$ cat src/rtl/uart_tx_arbiter.sv
// Round-robin arbiter sharing one UART transmitter among NUM_REQ byte sources.
// Bursts are bounded while others wait; a watchdog covers a UART that never finishes.
module uart_tx_arbiter #(
    parameter int NUM_REQ   = 4,
    parameter int MAX_BURST = 4,
    parameter int GAP_CYC   = 2,
    parameter int TO_CYC    = 65535
) (
    input  logic                 clk,
    input  logic                 rst,
    input  logic [NUM_REQ-1:0]   req,
    input  logic [8*NUM_REQ-1:0] req_data,
    output logic [NUM_REQ-1:0]   ack,
    output logic [NUM_REQ-1:0]   gnt,
    output logic                 trmt,
    output logic [7:0]           tx_data,
    input  logic                 tx_done,
    output logic                 busy,
    output logic                 tx_err,
    input  logic                 clr_err
);
    localparam int IDX_W   = (NUM_REQ > 1) ? $clog2(NUM_REQ) : 1;
    localparam int BURST_W = $clog2(MAX_BURST + 1);
    localparam int GAP_W   = (GAP_CYC > 1) ? $clog2(GAP_CYC) : 1;

    typedef enum logic [1:0] {IDLE, WAIT, GAP, ARB} state_t;

    state_t             state_reg, state_next;
    logic [NUM_REQ-1:0] gnt_reg, gnt_next;
    logic [NUM_REQ-1:0] ack_reg, ack_next;
    logic               trmt_reg, trmt_next;
    logic [7:0]         tx_data_reg, tx_data_next;
    logic               tx_err_reg, tx_err_next;
    logic [IDX_W-1:0]   rr_ptr_reg, rr_ptr_next;
    logic [BURST_W-1:0] burst_cnt_reg, burst_cnt_next;
    logic [GAP_W-1:0]   gap_cnt_reg, gap_cnt_next;
    logic [15:0]        to_cnt_reg, to_cnt_next;

    logic [7:0]         req_byte [NUM_REQ];
    logic [IDX_W-1:0]   owner, owner_inc, arb_ptr, arb_win, hi_idx, lo_idx;
    logic               others, burst_open, keep, release_now, hit_hi, hit_lo, arb_found;

    genvar gi;
    generate
        for (gi = 0; gi < NUM_REQ; gi++) begin : g_byte
            assign req_byte[gi] = req_data[8*gi +: 8];
        end
    endgenerate

    always_comb begin
        owner = '0;
        for (int i = 0; i < NUM_REQ; i++) begin
            if (gnt_reg[i]) owner = IDX_W'(i);
        end
    end

    assign owner_inc   = (owner == IDX_W'(NUM_REQ - 1)) ? '0 : owner + 1'b1;
    assign others      = |(req & ~gnt_reg);
    assign burst_open  = (burst_cnt_reg < BURST_W'(MAX_BURST));
    assign keep        = req[owner] && (burst_open || !others);
    assign release_now = (state_reg == ARB) && !keep;
    // On release the search starts just past the old owner in the same cycle.
    assign arb_ptr     = release_now ? owner_inc : rr_ptr_reg;

    // Lowest index at/after arb_ptr wins, else lowest index below it (wrap-around).
    always_comb begin
        hit_hi = 1'b0;
        hit_lo = 1'b0;
        hi_idx = '0;
        lo_idx = '0;
        for (int i = NUM_REQ - 1; i >= 0; i--) begin
            if (req[i]) begin
                if (i >= int'(arb_ptr)) begin
                    hit_hi = 1'b1;
                    hi_idx = IDX_W'(i);
                end else begin
                    hit_lo = 1'b1;
                    lo_idx = IDX_W'(i);
                end
            end
        end
        arb_found = hit_hi | hit_lo;
        arb_win   = hit_hi ? hi_idx : lo_idx;
    end

    always_comb begin
        state_next     = state_reg;
        gnt_next       = gnt_reg;
        ack_next       = '0;
        trmt_next      = 1'b0;
        tx_data_next   = tx_data_reg;
        tx_err_next    = tx_err_reg & ~clr_err;
        rr_ptr_next    = rr_ptr_reg;
        burst_cnt_next = burst_cnt_reg;
        gap_cnt_next   = gap_cnt_reg;
        to_cnt_next    = to_cnt_reg;

        case (state_reg)
            WAIT: begin
                // A tx_done coinciding with our own trmt belongs to an earlier byte.
                if (tx_done && !trmt_reg) begin
                    to_cnt_next  = '0;
                    gap_cnt_next = '0;
                    state_next   = (GAP_CYC == 0) ? ARB : GAP;
                end else if (to_cnt_reg == 16'(TO_CYC - 1)) begin
                    tx_err_next    = 1'b1;
                    gnt_next       = '0;
                    rr_ptr_next    = owner_inc;
                    burst_cnt_next = '0;
                    to_cnt_next    = '0;
                    state_next     = IDLE;
                end else begin
                    to_cnt_next = to_cnt_reg + 1'b1;
                end
            end
            GAP: begin
                if (gap_cnt_reg == GAP_W'(GAP_CYC - 1)) state_next = ARB;
                else                                    gap_cnt_next = gap_cnt_reg + 1'b1;
            end
            ARB: begin
                if (keep) begin
                    trmt_next      = 1'b1;
                    ack_next       = gnt_reg;
                    tx_data_next   = req_byte[owner];
                    burst_cnt_next = burst_open ? burst_cnt_reg + 1'b1 : burst_cnt_reg;
                    to_cnt_next    = '0;
                    state_next     = WAIT;
                end else begin
                    rr_ptr_next    = owner_inc;
                    burst_cnt_next = '0;
                    gnt_next       = '0;
                    state_next     = IDLE;
                end
            end
            default: ;
        endcase

        if ((state_reg == IDLE || release_now) && arb_found) begin
            gnt_next       = NUM_REQ'(1) << arb_win;
            ack_next       = NUM_REQ'(1) << arb_win;
            trmt_next      = 1'b1;
            tx_data_next   = req_byte[arb_win];
            burst_cnt_next = BURST_W'(1);
            to_cnt_next    = '0;
            state_next     = WAIT;
        end
    end

    always_ff @(posedge clk or posedge rst) begin
        if (rst) begin
            state_reg     <= IDLE;
            gnt_reg       <= '0;
            ack_reg       <= '0;
            trmt_reg      <= 1'b0;
            tx_data_reg   <= 8'h00;
            tx_err_reg    <= 1'b0;
            rr_ptr_reg    <= '0;
            burst_cnt_reg <= '0;
            gap_cnt_reg   <= '0;
            to_cnt_reg    <= '0;
        end else begin
            state_reg     <= state_next;
            gnt_reg       <= gnt_next;
            ack_reg       <= ack_next;
            trmt_reg      <= trmt_next;
            tx_data_reg   <= tx_data_next;
            tx_err_reg    <= tx_err_next;
            rr_ptr_reg    <= rr_ptr_next;
            burst_cnt_reg <= burst_cnt_next;
            gap_cnt_reg   <= gap_cnt_next;
            to_cnt_reg    <= to_cnt_next;
        end
    end

    assign gnt     = gnt_reg;
    assign ack     = ack_reg;
    assign trmt    = trmt_reg;
    assign tx_data = tx_data_reg;
    assign tx_err  = tx_err_reg;
    assign busy    = (state_reg != IDLE);

endmodule
$ cat config.mk
export PLATFORM = sky130hd
export DESIGN_NAME = uart_tx_arbiter
export DESIGN_NICKNAME = d
export VERILOG_FILES = /design/src/rtl/uart_tx_arbiter.sv
export SDC_FILE = /design/constraint.sdc
export NUM_CORES = 1
export LEC_CHECK = 0
export BUFFER_PORTS_ARGS = -buffer_cell sky130_fd_sc_hd__clkbuf_2
export CELL_PAD_IN_SITES_DETAIL_PLACEMENT = 0
export CELL_PAD_IN_SITES_GLOBAL_PLACEMENT = 1
export CORE_ASPECT_RATIO = 0.5
export CORE_MARGIN = 3
export CORE_UTILIZATION = 38
export CTS_CLUSTER_DIAMETER = 120
export DETAILED_ROUTE_END_ITERATION = 16
export GPL_TIMING_DRIVEN = 0
export PLACE_DENSITY_LB_ADDON = 0.1
export REMOVE_ABC_BUFFERS = 1
export SYNTH_ARGS = -nofsm -noshare
export SYNTH_HDL_FRONTEND = slang
export SYNTH_SLANG_ARGS = --single-unit
$ cat constraint.sdc
create_clock -name clk -period 4.5 [get_ports clk]
set_input_delay 0 -clock clk [delete_from_list [all_inputs] [get_ports clk]]
set_output_delay 0 -clock clk [all_outputs]
set_load 0.02 [all_outputs]
==> results.yml <==
sta:
  rsz0062_at_grt: "no"
  clock_skew_ns: 0.00235
  setup_viol: 0
  slew_headroom_pct: 15.2
  fin_hold_ws_ns: 0.0835
  fmax_ghz: 0.293
  fin_crit_sh_pct: 75.8
  period_needed_ns: 3.41
  hold_viol: 0
  fin_setup_tns_ns: 0
  final_max_slew_viol_count: 0
  worst_slew_pin_slew_ns: 1.27
clock_tree:
  cts_tree: "done"
  htree_levels: 2
  cts_root_buffer: "clkbuf_16"
  insertion_delay_ns: 0.29
  cts_buffer_depth: 2
  clock-sinks: 42
  clk_pin_slew_worst_paths_ns: 0.06
  numCtsBuffers: 5
layout:
  drive_above_1_share_pct: 23.6
  fin_nets: 412
  final_cell_mix: "clkbuf_2 (58), dfrtp_1 (42), o21ai_0 (36)"
  num_antenna_cells: 0
  final_common_cell: "clkbuf_2"
  largest_reg_flops: 16
  fin_area_sq_um: 3360
  postLayoutCoreUtil_pct: 48.9
  area_delta_synth_final_pct: 21.2
die:
  die_h_um: 66.4
  die_w_um: 127
  io_pins: 59
  initial_core_util_pct: 40.4
  dieArea_sq_um: 8410
  rows: 21
  coreArea_sq_um: 6860
logic_synthesis:
  synth_ff_type: "dfrtp_1"
  synth_compound_area_share_pct: 25.7
  ys_warn_count: 0
  syn_area_per_cell_sq_um: 8.90
  synth_edf_count: 0
  async_reset_ff_share_pct: 100
  synth_top_family_by_area: "compound AO/OA/AOI/OAI gates"
  ys_ff_latch: 42
  synth_mux_area_share_pct: 11.7
  netlist-cell-type-count: 45
  ys_seq_area_share_pct: 38.0
  synthCells: 311
  synthXorXnorAreaFrac_pct: 0
  synth_simple_gate_area_share_pct: 16.6
  netlist_area_sq_um: 2770
  synth_fa_ha_area_share_pct: 3.16
route:
  drt-initial-drc-count: 85
  wire_per_inst_um: 15.7
  vias_per_cell: 5.63
  vias: 2573
  wirelength_mm: 7.19
  drc: 0
  drtAntennaViolNets: 0
  dr.pass1.iters: 4
global_routing:
  grt_pass1_vias: 2524
  grt_max_degree: 38
  grt.overflow.total: 0
  antenna_found_initial: 0
  grt_pass1_wl_mm: 12.0
  track_usage_pct: 17.9
pwr:
  p_per_area_nw_per_um2: 614
  vdd_drop_max_mv: 0.192
  power.total_uw: 2060
  p_leak_uw: 0.00149
worst_hold_path:
  hold_start: "req_data[6]"
  whs_path_depth: 3
  hold_path.class: "in2reg"
run_status:
  outcome: "complete, no violations"
placement:
  hpwl_mm: 5.09
  placed_cell_area_sq_um: 3170
  port-buffer-count: 58
  gp_congestion: 0.786
job:
  maxCapViolations: 0
critical_path:
  arrival_ns: 3.62
  r2r_cells: 7
  reg2reg_slack_ns: 1.09
  crit_type: "reg2reg"
  required_ns: 4.71
  cp-end-kind: "flop"
  r2r-start: "state_reg[0]"
  startpoint: "state_reg[0]"
  cp_max_fo: 19
  critPathLaunchType: "flop"
logic make-up after synthesis:
kind of cell / Yosys count
fa+ha+maj: 7
flops: 42
mux: 32
buf+inv: 31
simple gates: 97
compound gates: 102
layout make-up:
class	instances	area, sq um
clock inverter	1	30.0
fill	676	3500
inverter	16	60.1
tap	92	115
sequential	42	1050
timing repair buffer	62	358
multi-input combinational	238	1600
clock buffer	6	139
power by group:
| group | internal [uW] | switching, uW | total (uW) | leakage [uW] |
|---|---|---|---|---|
| registers | 478 | 134 | 612 | 0.000547 |
| logic | 412 | 618 | 1030 | 0.000860 |
| clock network | 274 | 144 | 418 | 0.0000829 |
| total | 1160 | 896 | 2060 | 0.00149 |
final timing paths:
path / end
max: to_cnt_reg[14]
min: tx_data[6]
max reg2reg: to_cnt_reg[14]
min reg2reg: to_cnt_reg[9]
max in group asynchronous: tx_data[6]
min in group asynchronous: to_cnt_reg[10]
cells in the mapped netlist (2+ instances only):
cell type	count	area share (%)
a41oi_1	2	0.63
nor2b_1	4	0.90
ha_1	7	3.2
nor2_1	32	4.3
a21oi_1	18	3.3
nand4_1	6	1.4
nand3_1	6	1.1
o41ai_1	2	0.63
nor3b_1	2	0.54
buf_4	2	0.54
inv_1	15	2.0
o21ai_0	36	6.5
nor3_1	4	0.72
nor4_1	3	0.68
nand2b_1	5	1.1
o22ai_1	9	2.0
mux2i_1	29	10
mux2_2	3	1.2
a22o_1	8	2.5
a221oi_2	9	4.9
dfrtp_1	42	38
a31oi_1	4	0.90
o31ai_1	4	1.1
buf_2	3	0.54
clkbuf_1	8	1.1
and3_1	3	0.68
nand2_1	26	3.5
a221o_1	2	0.72
worst max-delay path, stage by stage, from the launching register on:
cell	delay, ns
dfrtp_1	0.40
ha_1	0.29
inv_1	0.15
a21oi_1	0.92
a21oi_1	0.56
nor2_1	0.67
nand4_1	0.16
o21ai_0	0.17
metal layers:
layer  vias to the layer above  track usage [%]  share of wire, %
li1                       1264                -                 -
met1                      1241             22.6                48
met2                        61             30.5                45
met3                         7             4.19               5.5
met4                         0             6.42               1.3
met5                         -                0                 0
metrics by stage:
stage          setup WS (ns)  instances
6_report                1.09        457
5_1_grt                0.724        457
2_1_floorplan          0.724        296
4_1_cts                 1.08        457
3_3_place_gp          0.0539        446
3_5_place_dp           0.952        448
what timing repair did:
| action | in CTS | in global routing |
|---|---|---|
| hold buffers | 2 | 0 |
| resized for setup | 0 | 0 |
| hold endpoints to repair | 43 | 0 |
| setup buffers | 0 | 0 |
Note: power is estimated with default switching activity, not from simulation.
